$ cat src/rtl/pmp_csr_writer_pkg.sv
// rtl/pmp_csr_writer_pkg.sv - shared PMP encodings, cfg bit positions and writer FSM states
package pmp_csr_writer_pkg;

  // Address-matching modes held in cfg bits A; the entry decoders use the same values
  localparam logic [1:0] PMP_A_OFF   = 2'b00;
  localparam logic [1:0] PMP_A_TOR   = 2'b01;
  localparam logic [1:0] PMP_A_NA4   = 2'b10;
  localparam logic [1:0] PMP_A_NAPOT = 2'b11;

  // Bit positions inside one pmpcfg entry byte
  localparam int CFG_L    = 7;
  localparam int CFG_A_HI = 4;
  localparam int CFG_A_LO = 3;
  localparam int CFG_X    = 2;
  localparam int CFG_W    = 1;
  localparam int CFG_R    = 0;

  typedef enum logic [1:0] {
    ST_IDLE,
    ST_ADDR,
    ST_CFG
  } wr_state_e;

  // A locked TOR entry also freezes the pmpaddr of the entry below it
  function automatic logic cfg_tor_locked(input logic [7:0] cfg);
    return cfg[CFG_L] && (cfg[CFG_A_HI:CFG_A_LO] == PMP_A_TOR);
  endfunction

endpackage

$ cat src/rtl/pmp_cfg_legalize.sv
// rtl/pmp_cfg_legalize.sv - WARL and lock legalization of a single pmpcfg entry byte
module pmp_cfg_legalize
  import pmp_csr_writer_pkg::*;
(
  input  logic [7:0] old_cfg,
  input  logic [7:0] wr_cfg,
  output logic [7:0] legal_cfg
);

  // Bits 6:5 are hardwired to zero, so the written values are deliberately dropped
  logic unused_rsvd;
  assign unused_rsvd = ^wr_cfg[6:5];

  // Locked entries keep their old byte; otherwise clear reserved bits and the W-without-R combination
  always_comb begin
    legal_cfg = '0;
    if (old_cfg[CFG_L]) begin
      legal_cfg = old_cfg;
    end else begin
      legal_cfg[CFG_L]               = wr_cfg[CFG_L];
      legal_cfg[CFG_A_HI:CFG_A_LO]   = wr_cfg[CFG_A_HI:CFG_A_LO];
      legal_cfg[CFG_X]               = wr_cfg[CFG_X];
      legal_cfg[CFG_W]               = wr_cfg[CFG_W] & wr_cfg[CFG_R];
      legal_cfg[CFG_R]               = wr_cfg[CFG_R];
    end
  end

endmodule

$ cat src/rtl/pmp_csr_writer.sv
// rtl/pmp_csr_writer.sv - pmpcfg/pmpaddr state owner with serialized, lock-aware CSR writes
module pmp_csr_writer
  import pmp_csr_writer_pkg::*;
#(
  parameter int XLEN        = 64,
  parameter int PA_BITS     = 56,
  parameter int PMP_ENTRIES = 16
) (
  input  logic                              clk,
  input  logic                              reset,
  input  logic                              WrValid,
  output logic                              WrReady,
  input  logic                              WrIsCfg,
  input  logic [5:0]                        WrIndex,
  input  logic [XLEN-1:0]                   WrData,
  output logic                              WrDone,
  input  logic                              RdIsCfg,
  input  logic [5:0]                        RdIndex,
  output logic [XLEN-1:0]                   RdData,
  output logic [PMP_ENTRIES*8-1:0]          PMPCfgOut,
  output logic [PMP_ENTRIES*(PA_BITS-2)-1:0] PMPAdrOut
);

  // Storage keeps at least one entry so the arrays stay legal when no entries exist
  localparam int NE  = (PMP_ENTRIES > 0) ? PMP_ENTRIES : 1;
  localparam int AW  = PA_BITS - 2;
  localparam int BPW = XLEN / 8;
  localparam int KW  = $clog2(BPW);
  localparam int IW  = (NE > 1) ? $clog2(NE) : 1;

  logic [7:0]    cfg_q  [NE];
  logic [AW-1:0] addr_q [NE];

  wr_state_e       state_q, state_d;
  logic [KW-1:0]   k_q, k_d;
  logic [XLEN-1:0] data_q;
  logic [5:0]      idx_q;
  logic            accept;
  logic            last_byte;

  assign WrReady   = (state_q == ST_IDLE) && !reset;
  assign accept    = WrValid && WrReady;
  assign last_byte = (k_q == KW'(BPW - 1));
  assign WrDone    = !reset && ((state_q == ST_ADDR) || ((state_q == ST_CFG) && last_byte));

  // Writer state, byte counter and the latched request
  always_ff @(posedge clk) begin
    if (reset) begin
      state_q <= ST_IDLE;
      k_q     <= '0;
      data_q  <= '0;
      idx_q   <= '0;
    end else begin
      state_q <= state_d;
      k_q     <= k_d;
      if (accept) begin
        data_q <= WrData;
        idx_q  <= WrIndex;
      end
    end
  end

  // Next-state logic: addr writes take one cycle, cfg writes walk every byte of the register
  always_comb begin
    state_d = state_q;
    k_d     = k_q;
    case (state_q)
      ST_IDLE: begin
        if (accept) begin
          state_d = WrIsCfg ? ST_CFG : ST_ADDR;
          k_d     = '0;
        end
      end
      ST_ADDR: state_d = ST_IDLE;
      ST_CFG: begin
        k_d = k_q + KW'(1);
        if (last_byte) state_d = ST_IDLE;
      end
      default: state_d = ST_IDLE;
    endcase
  end

  // Cfg path: one entry byte per cycle through the shared legalizer
  logic [8:0]    cfg_e;
  logic [IW-1:0] cfg_idx;
  logic [7:0]    cfg_old;
  logic [7:0]    cfg_raw;
  logic [7:0]    cfg_legal;
  logic          cfg_odd_skip;
  logic          cfg_we;

  assign cfg_e        = {1'b0, idx_q, 2'b00} + 9'(k_q);
  assign cfg_idx      = cfg_e[IW-1:0];
  assign cfg_old      = cfg_q[cfg_idx];
  assign cfg_raw      = data_q[8*k_q +: 8];
  // On RV64 the odd pmpcfg numbers do not exist; the sequence still runs but stores nothing
  assign cfg_odd_skip = (XLEN == 64) && idx_q[0];
  assign cfg_we       = (state_q == ST_CFG) && !cfg_odd_skip && (32'(cfg_e) < PMP_ENTRIES);

  pmp_cfg_legalize u_legalize (
    .old_cfg   (cfg_old),
    .wr_cfg    (cfg_raw),
    .legal_cfg (cfg_legal)
  );

  // Addr path: blocked by the entry's own lock or by a locked TOR entry directly above
  logic [IW-1:0] addr_idx;
  logic [IW-1:0] next_idx;
  logic          addr_in_range;
  logic          next_in_range;
  logic          addr_locked;
  logic          addr_we;
  logic [AW-1:0] addr_wdata;

  assign addr_idx      = idx_q[IW-1:0];
  assign next_idx      = addr_idx + IW'(1);
  assign addr_in_range = 32'(idx_q) < PMP_ENTRIES;
  assign next_in_range = (32'(idx_q) + 32'd1) < PMP_ENTRIES;
  assign addr_locked   = cfg_q[addr_idx][CFG_L] ||
                         (next_in_range && cfg_tor_locked(cfg_q[next_idx]));
  assign addr_we       = (state_q == ST_ADDR) && addr_in_range && !addr_locked;
  assign addr_wdata    = AW'(data_q);

  // Committed PMP state; reset also discards bytes already written by an abandoned sequence
  always_ff @(posedge clk) begin
    if (reset) begin
      for (int i = 0; i < NE; i++) begin
        cfg_q[i]  <= '0;
        addr_q[i] <= '0;
      end
    end else begin
      if (cfg_we)  cfg_q[cfg_idx]   <= cfg_legal;
      if (addr_we) addr_q[addr_idx] <= addr_wdata;
    end
  end

  // Readback: pack the cfg bytes of the selected register, or zero-extend the selected addr
  logic [XLEN-1:0] rd_cfg;
  logic [XLEN-1:0] rd_addr;
  logic [31:0]     rd_e;

  always_comb begin
    rd_cfg = '0;
    rd_e   = '0;
    for (int j = 0; j < BPW; j++) begin
      rd_e = 32'({RdIndex, 2'b00}) + 32'(j);
      if (rd_e < PMP_ENTRIES) rd_cfg[8*j +: 8] = cfg_q[rd_e[IW-1:0]];
    end
  end

  assign rd_addr = (32'(RdIndex) < PMP_ENTRIES) ? XLEN'(addr_q[RdIndex[IW-1:0]]) : '0;
  assign RdData  = RdIsCfg ? rd_cfg : rd_addr;

  generate
    if (PMP_ENTRIES == 0) begin : g_no_entries
      assign PMPCfgOut = '0;
      assign PMPAdrOut = '0;
    end else begin : g_entries
      for (genvar i = 0; i < PMP_ENTRIES; i++) begin : g_out
        assign PMPCfgOut[8*i +: 8]   = cfg_q[i];
        assign PMPAdrOut[AW*i +: AW] = addr_q[i];
      end
    end
  endgenerate

endmodule

$ cat config.mk
export PLATFORM = sky130hd
export DESIGN_NAME = pmp_csr_writer
export DESIGN_NICKNAME = d
export VERILOG_FILES = /design/src/rtl/pmp_csr_writer_pkg.sv /design/src/rtl/pmp_cfg_legalize.sv /design/src/rtl/pmp_csr_writer.sv
export SDC_FILE = /design/constraint.sdc
export NUM_CORES = 2
export LEC_CHECK = 0
export BUFFER_PORTS_ARGS = -buffer_cell sky130_fd_sc_hd__buf_2
export CAP_MARGIN = 10
export CORE_MARGIN = 5
export CORE_UTILIZATION = 28
export DETAILED_ROUTE_END_ITERATION = 12
export GPL_TIMING_DRIVEN = 0
export HOLD_SLACK_MARGIN = 0.02
export SLEW_MARGIN = 20
export SYNTH_ARGS = -nofsm -noshare
export SYNTH_HDL_FRONTEND = slang
export SYNTH_HIERARCHICAL = 1
export SYNTH_SLANG_ARGS = --single-unit
$ cat constraint.sdc
create_clock -name clk -period 14.8 [get_ports clk]
set_input_delay 4.44 -clock clk [delete_from_list [all_inputs] [get_ports clk]]
set_output_delay 4.44 -clock clk [all_outputs]
set_load 0.01 [all_outputs]
==> impl_metrics.tcl <==
set metrics [dict create \
    status "complete, no violations" \
    hp-class "flip-flop to flip-flop" \
    peakVddDrop_v 0.000100 \
    drc 0 \
    grtUsageTotal_pct 36.5 \
    routed_via_density 6.47 \
    leakage_uw 0.0242 \
    syn_area_um2 52400 \
    first_pass_iters 9 \
    regArea_um2 31300 \
    post_cts_buffers 0 \
    synth_nets 3762 \
    gp_congestion 1.03 \
    core_um2 186000 \
    clkLatencyLatePin_ns 0.81 \
    layout_commonest_cell "buf_2" \
    grt_max_degree 22 \
    nets 5080 \
    htreeDepth 3 \
    hold_path_depth 2 \
    finalCritPeriodShare_pct 91.7 \
    worstSetupPathType "input port to output pin" \
    critPathMaxFanout 10 \
    wl_per_cell_um 49.2 \
    clock_path_buffers 3 \
    worst_ep_required_time_ns 10.36 \
    drive_gt1_share_pct 39.3 \
    hold_buffers 0 \
    max_freq_mhz 73.7 \
    setup_tns_ns 0 \
    cts_sinks 1068 \
    setup.worst_path.start "RdIndex[0]" \
    boundaryPins 1139 \
    drt_iter0_drc 9427 \
    avgSynthCellArea_um2 14.3 \
    final_cell_mix "buf_2 (1188), edfxtp_1 (992), nor4_1 (811), mux4_2 (388), nand2_1 (361)" \
    grt_pass1_wl_um 476000 \
    wl_um 374000 \
    setup_viol 0 \
    rsz0062_at_grt "false" \
    cp.arrival_ns 9.14 \
    placed_area_um2 62900 \
    overflow 0 \
    initial_utilization_pct 28.2 \
    die_area_um2 196000 \
    ff2ff_path_depth 15 \
    postRouteAntennaNets 0 \
    clkSlewWorstSetupHoldPaths_ns 0.06 \
    hold_start "data_q[57]$_SDFFE_PP0P_" \
    power_density_nw_per_um2 117 \
    die_x_um 442 \
    numCtsBuffers 119 \
    syn_inst 3669 \
    crit_path_start_kind "input port" \
    fin_area_um2 66900 \
    post-dp-hpwl_um 301000 \
    rows 158 \
    finalClockSkew_ns 0.0400 \
    yosysWarnings 6 \
    relSlewSlack_pct 9.29 \
    antenna_found_initial 56 \
    endpoint_kind "output pin" \
    area_delta_synth_final_pct 27.7 \
    timing.rr.start "idx_q[0]$_SDFFE_PP0P_" \
    num_vias 49100 \
    maxCapViolations 0 \
    cts-root-buf "clkbuf_16" \
    fillers 18200 \
    cts_tree "done" \
    fp.dieH_um 442 \
    worst_slew_pin_slew_ns 1.36 \
    multi_input_area_um2 18400 \
    final_max_slew_viol_count 0 \
    grt_pass1_vias 45600 \
    finalCriticalPeriod_ns 13.58 \
    cts_resized 0 \
    finalHoldViolations 0 \
    port_buffers 1133 \
]
[critical path, cell delays in order]
cell and delay [ns]:
buf_2 0.15, buf_2 0.68, buf_2 0.70, buf_2 0.57, buf_2 0.51, buf_2 0.49
buf_2 0.43, mux4_2 0.35, inv_1 0.31, o22ai_1 0.21, buf_2 0.22
[metal layers]
layer | wire, µm | share of wire [%] | track usage [%] | vias up
met2 | 159000 | 43 | 54.6 | 5457
met1 | 129000 | 34 | 44.0 | 24700
met5 | 234 | 0.063 | 0 | -
li1 | - | - | - | 17600
met4 | 36000 | 9.6 | 26.1 | 32
met3 | 49500 | 13 | 12.6 | 1314
[stage by stage]
step | setup slack, ns | instances | hold WS, ns | total power (µW) | util, %
global placement | 0.522 | 7282 | 0.458 | 4720 | 32.9
floorplan | 3.75 | 3669 | 0.433 | 4020 | -
global route | 1.15 | 7570 | 0.498 | 7950 | 36.0
finish | 1.22 | 7591 | 0.473 | 7860 | 36.0
CTS | 1.33 | 7567 | 0.471 | 7790 | 36.0
detailed placement | 1.33 | 7345 | 0.451 | 4760 | 33.8
[sequential cells by signal, indices dropped and copies added, names as in the netlist, named ones only]
name     count
data_q      61
k_q          3
addr_q     864
cfg_q      128
state_q      2
idx_q        6
[power by group]
group / internal, µW / switching, µW
clock network: 1740 / 1370
logic: 340 / 851
registers: 3400 / 160
total: 5480 / 2380
[cell type report]
cell class / instances / area share (%)
tap: 2480 / 4.64
sequential: 1068 / 46.8
timing repair buffer: 1197 / 10.7
antenna: 23 / 0.0860
multi-input combinational: 2043 / 27.5
clock inverter: 71 / 1.06
clock buffer: 151 / 4.84
buffer: 445 / 3.77
inverter: 113 / 0.634
[worst paths after layout]
| kind | to | slack [ns] |
|---|---|---|
| max reg2reg | addr_q[8][32]$_SDFFCE_PN0P_ | 8.78 |
| min | data_q[57]$_SDFFE_PP0P_ | 0.47 |
| max | RdData[40] | 1.22 |
| min reg2reg | data_q[57]$_SDFFE_PP0P_ | 0.47 |
(Power assumes the default switching activity.)
